<file path="src/rtl/phase_vote_filter_pkg.sv">
// Shared types and width helpers for the phase_vote_filter CDR loop filter.
package phase_vote_pkg;

  typedef enum logic [1:0] {
    VOTE_NONE,
    VOTE_UP,
    VOTE_DN
  } vote_e;

  function automatic int diff_w(input int cnt_w);
    return cnt_w + 1;
  endfunction

  // Counter must be able to hold LOCK_CNT itself, hence +1.
  function automatic int lock_cnt_w(input int lock_cnt);
    return $clog2(lock_cnt + 1);
  endfunction

endpackage

</file>
<file path="src/rtl/phase_vote_filter_lock_counter.sv">
// Saturating step-free sample counter; locked while it sits at LOCK_CNT.
module phase_lock_counter
  import phase_vote_pkg::*;
#(
  parameter int LOCK_CNT = 16
) (
  input  logic clk_cont,
  input  logic rst,
  input  logic clr,
  input  logic inc,
  output logic locked
);

  localparam int CW = lock_cnt_w(LOCK_CNT);
  localparam logic [CW-1:0] CNT_MAX = CW'(LOCK_CNT);

  logic [CW-1:0] cnt;

  always_ff @(posedge clk_cont or posedge rst) begin
    if (rst) begin
      cnt <= '0;
    end else if (clr) begin
      cnt <= '0;
    end else if (inc && (cnt != CNT_MAX)) begin
      cnt <= cnt + CW'(1);
    end
  end

  assign locked = (cnt == CNT_MAX);

endmodule

</file>
<file path="src/rtl/phase_vote_filter.sv">
// Early/late comparator plus bang-bang loop-filter accumulator with up/dn step pulses.
// Optional lock detector compiled in with `define PHASE_VOTE_LOCK_EN.
module phase_vote_filter
  import phase_vote_pkg::*;
#(
  parameter int CNT_W    = 2,
  parameter int ACC_W    = 6,
  parameter int THRESH   = 8,
  parameter int LOCK_CNT = 16
) (
  input  logic                    clk_cont,
  input  logic                    rst,
  input  logic                    en,
  input  logic [CNT_W-1:0]        ea,
  input  logic [CNT_W-1:0]        la,
  output logic                    comp,
  output logic                    equal,
  output logic                    up,
  output logic                    dn,
  output logic signed [ACC_W-1:0] acc,
  output logic                    locked
);

  localparam int DW = diff_w(CNT_W);

  if ((THRESH < 1) || (THRESH + (2 ** CNT_W) - 1 > (2 ** (ACC_W - 1)) - 1) || (LOCK_CNT < 1))
  begin : g_bad_params
    $error("phase_vote_filter: THRESH/CNT_W/ACC_W/LOCK_CNT combination can overflow acc");
  end

  localparam logic signed [ACC_W-1:0] THR_P = ACC_W'(THRESH);
  localparam logic signed [ACC_W-1:0] THR_N = -THR_P;

  logic signed [DW-1:0]    diff;
  logic signed [ACC_W-1:0] acc_next;
  vote_e                   vote;

  assign diff     = {1'b0, ea} - {1'b0, la};
  assign acc_next = acc + {{(ACC_W - DW){diff[DW-1]}}, diff};

  always_comb begin
    vote = VOTE_NONE;
    if (en) begin
      if (acc_next >= THR_P) begin
        vote = VOTE_UP;
      end else if (acc_next <= THR_N) begin
        vote = VOTE_DN;
      end
    end
  end

  always_ff @(posedge clk_cont or posedge rst) begin
    if (rst) begin
      comp  <= 1'b0;
      equal <= 1'b1;
      up    <= 1'b0;
      dn    <= 1'b0;
      acc   <= '0;
    end else begin
      up <= (vote == VOTE_UP);
      dn <= (vote == VOTE_DN);
      if (en) begin
        if (ea > la) begin
          comp  <= 1'b1;
          equal <= 1'b0;
        end else if (ea < la) begin
          comp  <= 1'b0;
          equal <= 1'b0;
        end else begin
          equal <= 1'b1;
        end
        acc <= (vote == VOTE_NONE) ? acc_next : '0;
      end
    end
  end

`ifdef PHASE_VOTE_LOCK_EN
  phase_lock_counter #(
    .LOCK_CNT(LOCK_CNT)
  ) u_lock (
    .clk_cont(clk_cont),
    .rst     (rst),
    .clr     (en && (vote != VOTE_NONE)),
    .inc     (en && (vote == VOTE_NONE)),
    .locked  (locked)
  );
`else
  assign locked = 1'b0;
`endif

endmodule

</file>
<file path="config.mk">
export PLATFORM = sky130hd
export DESIGN_NAME = phase_vote_filter
export DESIGN_NICKNAME = d
export VERILOG_FILES = /design/src/rtl/phase_vote_filter_pkg.sv /design/src/rtl/phase_vote_filter_lock_counter.sv /design/src/rtl/phase_vote_filter.sv
export SDC_FILE = /design/constraint.sdc
export NUM_CORES = 1
export LEC_CHECK = 0
export ABC_AREA = 1
export ABC_CLOCK_PERIOD_IN_PS = 3950
export CAP_MARGIN = 20
export CORE_MARGIN = 5
export CORE_UTILIZATION = 45
export DETAILED_ROUTE_END_ITERATION = 7
export GPL_TIMING_DRIVEN = 0
export PLACE_DENSITY = 0.72
export SETUP_SLACK_MARGIN = 0.1
export SLEW_MARGIN = 20
export SYNTH_ARGS = -nofsm -noshare
export SYNTH_HDL_FRONTEND = slang
export SYNTH_SLANG_ARGS = --single-unit
</file>
<file path="constraint.sdc">
create_clock -name clk_cont -period 3.95 [get_ports clk_cont]
set_input_delay 0.5925 -clock clk_cont [delete_from_list [all_inputs] [get_ports clk_cont]]
set_output_delay 0.5925 -clock clk_cont [all_outputs]
set_load 0.05 [all_outputs]
</file>
# Yosys cells after proc, flatten, opt, wreduce, memory -nomap -nowiden
# Index checks and enable logic that the tools add are counted.
# totals
reg_bits	10
latch_bits	0
mem_bits_rw	0
rom_bits	0
in_bits	7
out_inout_bits	11
memories	0
# classes
add_sub_neg	2
multipliers	0
div_mod_pow	0
n_lt_le_gt_ge	4
eq_ne	2
shifts	0
n_mux	8
bitwise_logic	0
reduce_logical	3
# ops
operator	count
6-bit adder	1
6-bit by 5-bit >= comparator with 1-bit output (second input constant)	1
6-bit by 4-bit <= comparator with 1-bit output (second input constant)	1
2-bit 2-to-1 mux	3
6-bit 2-to-1 mux	1
1-bit 2-to-1 mux	4
2-bit by 2-bit subtractor with 3-bit output	1
2-bit by 1-bit == test with 1-bit output (second input constant)	1
2-bit == test (second input constant)	1
2-bit greater-than comparator	1
2-bit logical NOT	1
2-bit less-than comparator	1
2-bit AND reduction	1
2-bit nonzero test	1

# Logic depth before layout (Yosys ltp)
# depth
ltp_word	8
depth_mapped	17
ltp_nobuf	17

# Worst setup path after synthesis
# Ideal clock, no wire load.
# synth_path
path_kind	input-to-reg
start	input port ea[0]
end	register acc[2]
setup_time_ps	118
arrival_ps	2501
setup_slack_ps	1330
stages	12
n_path_buf	0
path_cell_list	inv_1 > ha_1 > inv_1 > fa_1 > fa_1 > or2_2 > nor2_1 > nor2_2 > nand3_2 > nand3_2 > nand3_1 > nand2_1
# synth_via
elab_chain_cells	8
elab_cells_between_ends	9
classes_between	add/sub: 2; order compare: 2; mux: 4; reduce/logical: 1
# synth_lines
element	line_no	text
from (decl)	phase_vote_filter.sv:14	input logic [CNT_W-1:0] ea,
2-bit by 2-bit subtractor with 3-bit output *	phase_vote_filter.sv:38	assign diff = {1'b0, ea} - {1'b0, la};
6-bit adder *	phase_vote_filter.sv:39	assign acc_next = acc + {{(ACC_W - DW){diff[DW-1]}}, diff};
6-bit by 4-bit <= comparator with 1-bit output	phase_vote_filter.sv:46	end else if (acc_next <= THR_N) begin
2-bit 2-to-1 mux	phase_vote_filter.sv:46	
2-bit 2-to-1 mux	phase_vote_filter.sv:44	if (acc_next >= THR_P) begin
2-bit 2-to-1 mux	phase_vote_filter.sv:43	if (en) begin
2-bit logical NOT	phase_vote_filter.sv:72	acc <= (vote == VOTE_NONE) ? acc_next : '0;
6-bit 2-to-1 mux *	phase_vote_filter.sv:72	
to (signal assigned)	phase_vote_filter.sv:72	
to (decl)	phase_vote_filter.sv:20	output logic signed [ACC_W-1:0] acc,
# Every way passes the cells marked *; elsewhere a longest branch is shown, timed or not.
# A chain may end at the register's enable or synchronous reset.

# Worst setup path in the final report
# Same ends and word-level chain as after synthesis.

==> results by group <==
Worst setup path
  • Critical Path RT: 4090 ps
  • CP Max Fanout: 4
  • Critical path's slowest cell: fa_1
  • CP delay by family, top: adder cells
  • CP bufs+invs: 3
  • CP Cell Sequence: clkdlybuf4s50_1 > inv_1 > ha_1 > inv_1 > fa_1 > fa_1 > or2_2 > nor2_1 > nor2_2 > nand3_2 > nand3_2 > nand3_1 > nand2_1
  • Crit end category: flop
  • Kind of critical path: input pin to flop
  • Worst Setup Start Kind: input pin
  • WP data arrival: 3110 ps
  • CP max stage delay: 490 ps

Clock tree
  • Max Root-Sink Buffers: 2
  • Hold buffer count at cts: 0
  • CTS tree: yes
  • CTS resizes: 0
  • CTS root buf: clkbuf_4
  • Reg clk slew, reported paths: 60 ps
  • Clk Latency, worst-skew pair: 260 ps
  • # clock sinks: 10
  • Cts bufs inserted: 3
  • # H-tree levels: 1
  • Setup bufs post-CTS: 0

STA
  • Final hold vios: 0
  • RSZ-0062 raised after global routing: false
  • Final min period: 2960 ps
  • Fin worst setup slack: 989 ps
  • Skew final: 3.03 ps
  • Setup violators final: 0
  • Slew Viols, Final: 0
  • Worst-margin pin slew: 501 ps
  • Fmax: 338 MHz
  • Max-slew headroom: 66.5%
  • Setup TNS: 0 ps
  • Final Cycle Share: 75.0%

Place
  • DPL Wire Length: 1.28 mm
  • Pre-CTS setup slack: 724 ps
  • Gp weighted congestion: 0.741
  • IO Port Bufs: 15
  • Placed cells: 146

Detailed routing
  • Via density per instance: 4.37
  • Iter 0 DRT Violations: 11
  • Via count: 656
  • Final ANT Viol Nets: 0
  • First-pass DRT Iterations: 4
  • DRC Markers: 0
  • Final wirelength: 1.48 mm
  • WL/cell: 9.89 um

Yosys
  • Area leader, netlist: dfrtp_1
  • Count of different cell masters after synthesis: 26
  • Ys async rst share: 100%
  • Main synth FF type: dfrtp_1
  • Post-Synthesis Cells: 106
  • Syn Area/Cell: 7.77 um2
  • Top cell type's share of synthesized area: 27.4%
  • Synth area leaders: dfrtp_1 (27%), nand2_1 (12%), inv_1 (7.8%), ha_1 (6.1%), nand3_2 (6.1%)
  • Number of synthesized flops with an enable pin: 0
  • Sequential fraction of the synthesis area: 30.5%
  • Commonest cells post-synth: nand2_1 (26), inv_1 (17), dfrtp_1 (9)
  • Most common cell in the netlist: nand2_1
  • Synth Register Bits: 10
  • Synthesized area: 823 um2
  • Mapped Nets: 119
  • YS warnings: 0

GRT
  • Initial antenna violation count: 0
  • GRT Total Usage: 13.5%
  • Largest net degree at the start of global routing: 11
  • Vias in the first global route: 660
  • First-pass GRT wire length: 2.73 mm
  • Global route overflow: 0

Final layout
  • Layout Area Growth over Synthesis: 26.4%
  • Fillcell total: 162
  • Post-Layout Cell Count: 150
  • Multi-input gate area: 468 um2
  • FF/Latch Area: 251 um2
  • ANT cells: 0
  • Final net count: 139
  • Layout cells sized above 1: 25.6%
  • Layout Utilization: 60.3%

Floorplan
  • Row count: 15
  • Initial Utilization: 47.7%
  • Core area: 1730 um2
  • Horiz. Die Dim: 52.8 um
  • Die height: 52.8 um
  • Top Ports: 18
  • DIE AREA: 2790 um2

Pwr
  • Tot Pwr: 0.000764 W
  • Leakage Power: 0.579 nW
  • Pwr/cell area: 734 nW/um2
  • VDD IR max: 0.470 mV

Run
  • Max-cap viol count: 0

Hold path
  • Hold Path Class: flop to flop

Run status
  • Status: completed
cell families after synthesis:
| group | synth area share (%) |
|---|---|
| buffers and inverters | 12.6 |
| XOR/XNOR | 3.04 |
| flip-flops | 30.5 |
| AO/OA/AOI/OAI | 3.80 |
| AND/OR/NAND/NOR | 38.6 |
| adder cells (fa/ha/maj) | 10.9 |
| other | 0.455 |
sequential cells by signal, summed over array words and instances (netlist names):
name,flops
acc,6
comp,1
dn,1
equal,1
up,1
layout make-up:
type / count / share of cell area (%)
clock buffer: 4 / 3.49
sequential: 10 / 24.2
multi-input combinational: 72 / 45.0
tap: 25 / 3.00
buffer: 3 / 2.16
timing repair buffer: 15 / 14.4
inverter: 21 / 7.81
power breakdown:
part | switching [W] | internal (W)
combinational | 0.000322 | 0.000177
clock | 0.0000317 | 0.0000558
sequential | 0.0000381 | 0.000140
placed cells by master (no fill, tap or decap):
| cell | Yosys | layout |
|---|---|---|
| nand2_1 | 26 | 26 |
| inv_1 | 17 | 17 |
| clkdlybuf4s50_1 | 0 | 15 |
| dfrtp_1 | 9 | 9 |
| nand3_1 | 8 | 8 |
| nand2_2 | 7 | 7 |
| nand3_2 | 5 | 5 |
| nand2_4 | 4 | 4 |
| nor2_1 | 4 | 4 |
| ha_1 | 4 | 4 |
| inv_2 | 3 | 3 |
| clkbuf_4 | 0 | 3 |
| nor2_2 | 2 | 2 |
| a21oi_1 | 2 | 2 |
| fa_1 | 2 | 2 |
| or2_2 | 1 | 1 |
| buf_6 | 1 | 1 |
| inv_4 | 1 | 1 |
| xnor2_2 | 1 | 1 |
| o21bai_1 | 1 | 1 |
| o21ai_0 | 1 | 1 |
| xnor2_1 | 1 | 1 |
| clkbuf_1 | 1 | 1 |
| o21ai_2 | 1 | 1 |
| nor3b_1 | 1 | 1 |
| buf_4 | 1 | 1 |
| conb_1 | 1 | 1 |
| clkbuf_8 | 0 | 1 |
| dfstp_2 | 1 | 1 |
stage by stage:
stage | instance area, um2 | hold slack (ps)
6_report | 1040 | 505
4_1_cts | 1040 | 507
2_1_floorplan | 823 | 432
3_5_place_dp | 1000 | 490
3_3_place_gp | 1000 | 488
5_1_grt | 1040 | 527
layer usage:
| layer | global-route usage (%) | vias to the layer above | wire length (um) |
|---|---|---|---|
| met1 | 18.0 | 291 | 750 |
| met2 | 20.9 | 8 | 679 |
| met3 | 1.42 | 2 | 40 |
| met4 | 7.66 | 0 | 14 |
| met5 | 0 | - | 0 |
| li1 | - | 355 | - |
worst reg2reg max path, delay by kind of cell, from the launching register on:
family | cells | cell delay, ps
simple gates | 7 | 830
fa+ha+maj | 2 | 680
flops | 1 | 400
path summary, 6_finish.rpt:
kind / from / end / slack [ps] / depth (start not counted)
min in group asynchronous: rst / acc[1]$_DFFE_PP0P_ / 590 / 2
worst max register to register: acc[0]$_DFFE_PP0P_ / acc[2]$_DFFE_PP0P_ / 1920 / 9
max in group asynchronous: rst / equal$_DFFE_PP1P_ / 3060 / 2
worst min-delay path: equal$_DFFE_PP1P_ / equal$_DFFE_PP1P_ / 500 / 2
worst min register to register: equal$_DFFE_PP1P_ / equal$_DFFE_PP1P_ / 500 / 2
worst max-delay path: ea[0] / acc[2]$_DFFE_PP0P_ / 990 / 13
Power figures use the tool's default switching activity.
